===== src/rtl/dma_pkg.sv =====
// rtl/dma_pkg.sv - shared descriptor type, FSM states and defaults for the DMA dispatcher
package dma_pkg;

    localparam int DMA_DESC_FIFO_DEPTH = 16;
    localparam int DMA_ADDR_W_MAX      = 64;
    localparam int DMA_LEN_W_MAX       = 32;

    // Fields are sized for the widest supported configuration; narrower
    // instances zero-extend on push and use the low bits on output.
    typedef struct packed {
        logic [DMA_ADDR_W_MAX-1:0] src;
        logic [DMA_ADDR_W_MAX-1:0] dest;
        logic [DMA_LEN_W_MAX-1:0]  length;
    } t_dma_descriptor;

    typedef enum logic [2:0] {
        IDLE,
        RD_REQ,
        RD_WAIT,
        WR_REQ,
        WR_WAIT
    } t_dma_state;

endpackage


===== src/rtl/dma_desc_fifo.sv =====
// rtl/dma_desc_fifo.sv - descriptor queue with push, pop, flush and occupancy count
module dma_desc_fifo
    import dma_pkg::*;
#(
    parameter int DEPTH = DMA_DESC_FIFO_DEPTH
) (
    input  logic                   clk,
    input  logic                   reset,
    input  logic                   push,
    input  t_dma_descriptor        push_data,
    input  logic                   pop,
    input  logic                   flush,
    output t_dma_descriptor        head,
    output logic                   full,
    output logic                   empty,
    output logic [$clog2(DEPTH):0] count
);

    localparam int PTR_W = $clog2(DEPTH);

    t_dma_descriptor mem_q [DEPTH];
    logic [PTR_W-1:0] wr_ptr_q, rd_ptr_q;
    logic [PTR_W:0]   count_q;
    logic             do_push, do_pop;

    // Flush takes priority over a simultaneous push or pop.
    assign do_push = push && !full && !flush;
    assign do_pop  = pop && !empty && !flush;

    always_ff @(posedge clk or posedge reset) begin
        if (reset) begin
            wr_ptr_q <= '0;
            rd_ptr_q <= '0;
            count_q  <= '0;
        end else if (flush) begin
            wr_ptr_q <= '0;
            rd_ptr_q <= '0;
            count_q  <= '0;
        end else begin
            if (do_push) wr_ptr_q <= wr_ptr_q + 1'b1;
            if (do_pop)  rd_ptr_q <= rd_ptr_q + 1'b1;
            case ({do_push, do_pop})
                2'b10:   count_q <= count_q + 1'b1;
                2'b01:   count_q <= count_q - 1'b1;
                default: count_q <= count_q;
            endcase
        end
    end

    always_ff @(posedge clk) begin
        if (do_push) mem_q[wr_ptr_q] <= push_data;
    end

    assign head  = mem_q[rd_ptr_q];
    assign full  = (count_q == (PTR_W+1)'(DEPTH));
    assign empty = (count_q == '0);
    assign count = count_q;

endmodule


===== src/rtl/dma_dispatcher.sv =====
// rtl/dma_dispatcher.sv - queues copy descriptors and sequences one read then one write command each
module dma_dispatcher
    import dma_pkg::*;
#(
    parameter int DESC_FIFO_DEPTH = DMA_DESC_FIFO_DEPTH,
    parameter int ADDR_W          = 64,
    parameter int LEN_W           = 32
) (
    input  logic                             clk,
    input  logic                             reset,
    input  logic                             desc_go,
    input  logic [ADDR_W-1:0]                desc_src_addr,
    input  logic [ADDR_W-1:0]                desc_dest_addr,
    input  logic [LEN_W-1:0]                 desc_length,
    input  logic                             ctrl_stop,
    input  logic                             ctrl_flush,
    output logic                             rd_cmd_valid,
    input  logic                             rd_cmd_ready,
    output logic [ADDR_W-1:0]                rd_cmd_addr,
    output logic [LEN_W-1:0]                 rd_cmd_len,
    input  logic                             rd_done,
    output logic                             wr_cmd_valid,
    input  logic                             wr_cmd_ready,
    output logic [ADDR_W-1:0]                wr_cmd_addr,
    output logic [LEN_W-1:0]                 wr_cmd_len,
    input  logic                             wr_done,
    output logic                             desc_full,
    output logic                             desc_empty,
    output logic [$clog2(DESC_FIFO_DEPTH):0] fill_level,
    output logic                             busy,
    output logic                             stopped,
    output logic                             overflow,
    output logic [15:0]                      seq_num
);

    t_dma_state      state_q, state_d;
    t_dma_descriptor hold_q, hold_d;
    t_dma_descriptor push_desc, head;
    logic [15:0]     seq_q, seq_d;
    logic            overflow_q, overflow_d;
    logic            pop;

    always_comb begin
        push_desc                    = '0;
        push_desc.src[ADDR_W-1:0]    = desc_src_addr;
        push_desc.dest[ADDR_W-1:0]   = desc_dest_addr;
        push_desc.length[LEN_W-1:0]  = desc_length;
    end

    dma_desc_fifo #(
        .DEPTH (DESC_FIFO_DEPTH)
    ) u_fifo (
        .clk       (clk),
        .reset     (reset),
        .push      (desc_go),
        .push_data (push_desc),
        .pop       (pop),
        .flush     (ctrl_flush),
        .head      (head),
        .full      (desc_full),
        .empty     (desc_empty),
        .count     (fill_level)
    );

    always_ff @(posedge clk or posedge reset) begin
        if (reset) begin
            state_q    <= IDLE;
            hold_q     <= '0;
            seq_q      <= '0;
            overflow_q <= 1'b0;
        end else begin
            state_q    <= state_d;
            hold_q     <= hold_d;
            seq_q      <= seq_d;
            overflow_q <= overflow_d;
        end
    end

    always_comb begin
        state_d    = state_q;
        hold_d     = hold_q;
        seq_d      = seq_q;
        pop        = 1'b0;
        overflow_d = overflow_q | (desc_go & desc_full);
        case (state_q)
            IDLE: begin
                // No pop in a flush cycle, so a flushed head never goes in flight.
                if (!desc_empty && !ctrl_stop && !ctrl_flush) begin
                    pop = 1'b1;
                    if (head.length[LEN_W-1:0] == '0) begin
                        seq_d = seq_q + 16'd1;
                    end else begin
                        hold_d  = head;
                        state_d = RD_REQ;
                    end
                end
            end
            RD_REQ:  if (rd_cmd_ready) state_d = RD_WAIT;
            RD_WAIT: if (rd_done)      state_d = WR_REQ;
            WR_REQ:  if (wr_cmd_ready) state_d = WR_WAIT;
            WR_WAIT: begin
                if (wr_done) begin
                    seq_d   = seq_q + 16'd1;
                    state_d = IDLE;
                end
            end
            default: state_d = IDLE;
        endcase
    end

    assign rd_cmd_valid = (state_q == RD_REQ);
    assign wr_cmd_valid = (state_q == WR_REQ);
    assign rd_cmd_addr  = hold_q.src[ADDR_W-1:0];
    assign rd_cmd_len   = hold_q.length[LEN_W-1:0];
    assign wr_cmd_addr  = hold_q.dest[ADDR_W-1:0];
    assign wr_cmd_len   = hold_q.length[LEN_W-1:0];
    assign busy         = (state_q != IDLE);
    assign stopped      = (state_q == IDLE) && ctrl_stop && !reset;
    assign overflow     = overflow_q;
    assign seq_num      = seq_q;

endmodule


===== config.mk =====
export PLATFORM = sky130hd
export DESIGN_NAME = dma_dispatcher
export DESIGN_NICKNAME = d
export VERILOG_FILES = /design/src/rtl/dma_pkg.sv /design/src/rtl/dma_desc_fifo.sv /design/src/rtl/dma_dispatcher.sv
export SDC_FILE = /design/constraint.sdc
export NUM_CORES = 2
export LEC_CHECK = 0
export CORE_MARGIN = 3
export CORE_UTILIZATION = 35
export CTS_CLUSTER_DIAMETER = 40
export DETAILED_ROUTE_END_ITERATION = 7
export PLACE_DENSITY = 0.48
export SLEW_MARGIN = 10
export SYNTH_ARGS = -nofsm -noshare
export SYNTH_HDL_FRONTEND = slang
export SYNTH_SLANG_ARGS = --single-unit

===== constraint.sdc =====
create_clock -name clk -period 38.8 [get_ports clk]
set_clock_uncertainty 0.05 [all_clocks]
set_input_delay 3.88 -clock clk [delete_from_list [all_inputs] [get_ports clk]]
set_output_delay 3.88 -clock clk [all_outputs]
set_load 0.01 [all_outputs]

; ---- Word level (Yosys, flattened, before mapping)
; Memories as Yosys holds them, arrays and structs flattened.
; Cells that the tools add are included.
[word_totals]
reg_bits = 193
latchBits = 0
ram_bits = 2560
rom_bits = 0
in_bits = 169
output_inout_bits = 220
elab_cells = 77
memories = 1
[op_classes]
n_addsub = 5
multipliers = 0
div = 0
n_lt_le_gt_ge = 0
eq_ne = 14
shifts = 0
n_mux = 21
bitwise_logic = 3
n_reduce_logical = 24
[memory_table]
columns = name, depth, width, rd, rd_ports_with_merged_regs, write_ports, line_no
row1 = u_fifo.mem_q, 16, 160, 1, 0, 1, dma_desc_fifo.sv:21  ; t_dma_descriptor mem_q [DEPTH];
[op_table]
columns = op, count
row1 = 16-bit two-way mux, 3
row2 = 32-bit logical NOT, 1
row3 = 16-bit case mux with 2 select lines, 1
row4 = 3-bit two-way mux, 6
row5 = 16-bit by 1-bit adder with 16-bit output (second input constant), 1
row6 = 4-bit two-way mux, 4
row7 = 3-bit case mux with 5 select lines, 1
row8 = 2-bit != test (second input constant), 5
row9 = 5-bit case mux with 2 select lines, 1
row10 = 4-bit by 1-bit adder with 4-bit output (second input constant), 2
row11 = 1-bit logical AND, 8
row12 = 3-bit by 2-bit == test with 1-bit output (second input constant), 2
row13 = 6-bit AND reduction, 1
row14 = 2-bit nonzero test, 3
row15 = 3-bit nonzero test, 2
row16 = 5-bit by 1-bit adder with 5-bit output (second input constant), 1
row17 = 5-bit == test (second input constant), 1
row18 = 1-bit logical NOT, 5
row19 = 5-bit logical NOT, 1
row20 = 5-bit two-way mux, 1
row21 = 5-bit by 1-bit subtractor with 5-bit output (second input constant), 1
row22 = 1-bit two-way mux, 4
row23 = 2-bit by 1-bit != test with 1-bit output (second input constant), 2
row24 = 4-bit AND reduction, 1
row25 = other kinds (9), 9

; ---- Logic depth before layout (Yosys ltp)
[depth]
word_depth = 11
ltp_mapped = 15
depth_no_buf = 12

; ---- Cells and area by module
; A second synthesis with hierarchy kept.
[hier_totals]
cells_unflattened = 4337
hier_area_um2 = 104471.4
[modules_own_cells]
columns = mod, n_inst, cells_each, area_per_inst_um2, seq_area_each_um2
row1 = dma_desc_fifo, 1, 3871, 97223.2, 77199.0
row2 = dma_dispatcher, 1, 466, 7248.2, 4504.3

; ---- Least setup slack after synthesis
; No wires, ideal clock.
[synth_path]
kind = input to register
from = input desc_go
to = memory u_fifo.mem_q[1][0] (netlist bit), enable pin
setup_ns = 0.876
arrival_time_ns = 15.034
required_time_ns = 37.874
path_slack_ns = 22.840
cell_stages = 4
n_path_buf = 0
cell_sequence = nand2_1 nor2_1 nand2_1 nor3_1
[synth_between]
elab_chain_cells = 4
[synth_rtl]
columns = item, line_no
row1 = "start, declared", dma_dispatcher.sv:11  ; input logic desc_go,
row2 = 1-bit logical AND (2 in a row), dma_desc_fifo.sv:27  ; assign do_push = push && !full && !flush;
row3 = 1-bit two-way mux, dma_desc_fifo.sv:51  ; if (do_push) mem_q[wr_ptr_q] <= push_data;
row4 = 1-bit two-way mux (implied by the code), dma_desc_fifo.sv:51
row5 = "end, declared", dma_desc_fifo.sv:21
; Every way passes these cells.

; ---- Final worst setup path
[layout_path]
from = input reset
to = output stopped
[layout_between]
elab_chain_cells = 2
[layout_rtl]
columns = item, line_no
row1 = "start, declared", dma_dispatcher.sv:10  ; input logic reset,
row2 = 1-bit logical NOT (no source line), -
row3 = 1-bit logical AND, dma_dispatcher.sv:118  ; assign stopped = (state_q == IDLE) && ctrl_stop && !reset;
row4 = "end, declared", dma_dispatcher.sv:31  ; output logic stopped,
; Every way passes these cells.

==> impl_metrics.ini <==
[sta]
fmax_mhz = 109.2
fin_crit_sh_pct = 23.60
drv_slew = 0
fin_tns_setup_ns = 0
worst_slack_ns = 29.64
hold_viol_final = 0
setup_viol = 0
rsz0062_at_grt = no
fin_crit_ns = 9.159
slew_headroom_pct = 21.16
max_slew.worst_pin.slew_ns = 1.183

[detailed_routing]
route.detailed.drc = 0
dr.pass1.iters = 5
wl_per_cell_um = 28.01
vias = 47415
ant_nets = 0
drt_iter0_drc = 4096
vias_per_cell = 5.145
routed_wl_um = 258100

[die]
num_rows = 199
coreArea_mm2 = 0.2948
dieWidth_um = 551.1
io_pins = 389
dieArea_mm2 = 0.3037
die_h_um = 551.1
start_util_pct = 35.28

[power]
cellPowerDensity_mw_per_mm2 = 64.45
p_leak_nw = 40.30
p_sw_mw = 1.879
p_total_mw = 8.237
vdd_drop_max_v = 0.00003555
p_int_mw = 6.358
seq_power_share_pct = 41.8
clock_power_share_pct = 48.1
p_comb_share_pct = 10.1
switching_share_pct = 22.81

[setup_path]
worst-r2r-setup-slack_ns = 32.01
rr_startpoint = u_fifo.rd_ptr_q[0]
critPathKind = primary input to output pin
cpMaxStageDelayCell = clkdlybuf4s50_1
path_cells = clkdlybuf4s50_1 > nor3b_1 > clkdlybuf4s50_1
start_kind = primary input
worst-r2r-cell-count = 8
cp.depth = 3
cp_slowest_stage_delay_ns = 0.57
cp_max_fo = 2
crit_start = reset
required_ns = 34.87
cpMostUsedCell = clkdlybuf4s50_1
critPathTopFamily = buffers and inverters
crit_end = stopped
timing.rr.end = rd_cmd_addr[49]
critPathArrivalTime_ns = 5.23
cp_num_buf_inv = 2
endpoint_kind = output pin

[placement]
hpwlAfterDp_um = 135500
gp_congestion = 0.7074
pre_cts_ws_ns = 29.65
placed_area_mm2 = 0.1126
port_buffers = 388

[clocking]
ctsHoldBuffers = 0
cts.sinks = 2753
cts_buffers = 426
cts_resized = 0
worstSkewPairLatency_ns = 0.94
cts_max_level = 5
clockBufferDepth = 4
clk_pin_slew_worst_paths_ns = 0.06
cts_tree = built
post_cts.repair.setup_buffers = 0
cts_root_buf = clkbuf_16

[synth]
ys_ff_latch = 2753
post-synth-top-area-cell = edfxtp_1
syn_inst = 4233
seq_area_frac_synth_pct = 78.56
syn_area_mm2 = 0.1040
synth_top_area_share_pct = 73.91
async_reset_ff_share_pct = 7.011
syn-num-nets = 4412
ys_top_cells_by_area = edfxtp_1, mux4_2, dfrtp_1
synth_edf_count = 2560
yosys_warnings = 0
synthDistinctLibCells = 44
ys.flop_type = edfxtp_1
synth_area_per_cell_um2 = 24.57

[global_route]
grt_pass1_wl_um = 371100
antenna_found_initial = 68
overflow = 0
track_usage_pct = 16.86
grt_max_degree = 136
first_global_vias = 50505

[layout]
final_common_cell = edfxtp_1
syn2layout_area_growth_pct = 22.89
nNetsFinal = 5081
fillers = 25090
drive_above_1_share_pct = 31.85
fin_area_mm2 = 0.1278
layout_common_cells = edfxtp_1, mux4_2, clkbuf_16

[min_path]
worstHoldPathType = flip-flop to flip-flop

[flow_run]
maxCapViolations = 0

[outcome]
outcome = finished clean
## state kept, by name (all words and copies together) (netlist names)
register	flops
overflow	1
u_fifo.count	5
rd_cmd_addr	64
rd_cmd_len	32
seq_num	16
u_fifo.wr_ptr_q	4
u_fifo.rd_ptr_q	4
state_q	3
u_fifo.mem_q	2560
wr_cmd_addr	64
## power groups by stage
stage	Clock, mW	Combinational (mW)	Sequential (mW)
2_1_floorplan	0	0.444	3.51
3_3_place_gp	0	0.848	3.50
3_5_place_dp	0	0.853	3.50
4_1_cts	4.06	0.856	3.44
5_1_grt	4.19	0.899	3.45
6_report	3.97	0.831	3.44
## routing by layer
metal	share of wire, %	routed length [um]	track usage (%)	vias to the layer above
met5	0.088	228	0	-
met4	2.2	5559	4.289	34
met3	5.9	15250	3.554	425
met2	46	117600	25.59	1338
met1	46	119500	24.84	25965
li1	-	-	-	19653
## final cells by class
class	instances	area [um^2]	area share, %
tap	3919	4903	3.836
inverter	13	63.81	0.04993
multi-input combinational	1224	21150	16.55
antenna	22	55.05	0.04307
timing repair buffer	484	4742	3.710
clock buffer	473	10980	8.591
sequential	2753	81710	63.93
clock inverter	327	4203	3.288
## cells by family after synthesis
kind of cell             count (synthesis)  share of synthesized area (%)
multiplexers                           964                          18.72
flip-flops                            2753                          78.56
AO/OA/AOI/OAI                           68                         0.4475
buffers and inverters                  256                          1.219
adder cells (fa/ha/maj)                 10                         0.1275
AND/OR/NAND/NOR                        159                         0.7350
XOR/XNOR                                23                         0.1937
## synth_stat cells (13+ instances only)
library cell	instances
o21ai_0	15
mux2_1	110
mux2i_1	27
clkbuf_1	102
nand2_1	50
xor2_1	14
dfrtp_1	193
mux2_2	59
buf_1	13
nor2_1	43
buf_4	51
mux4_2	768
a22oi_1	27
buf_2	74
edfxtp_1	2560
inv_1	13
nand3_1	18
## worst min path at each step
stage | from | to | slack, ns | cells after the start
finish | overflow | overflow | 0.42 | 1
global route | overflow | overflow | 0.44 | 1
CTS | overflow | overflow | 0.41 | 1
detailed placement | overflow | overflow | 0.40 | 1
global placement | overflow | overflow | 0.39 | 1
floorplan | state_q[2] | state_q[1] | 0.43 | 1
## stage by stage
stage	cells	hold slack, ns	utilization (%)
floorplan	4233	0.4276	-
global placement	8393	0.3934	38.19
detailed placement	8393	0.3981	38.19
CTS	9193	0.4107	43.34
global route	9196	0.4427	43.34
finish	9215	0.4155	43.36
Note: power is estimated with default switching activity, not from simulation.
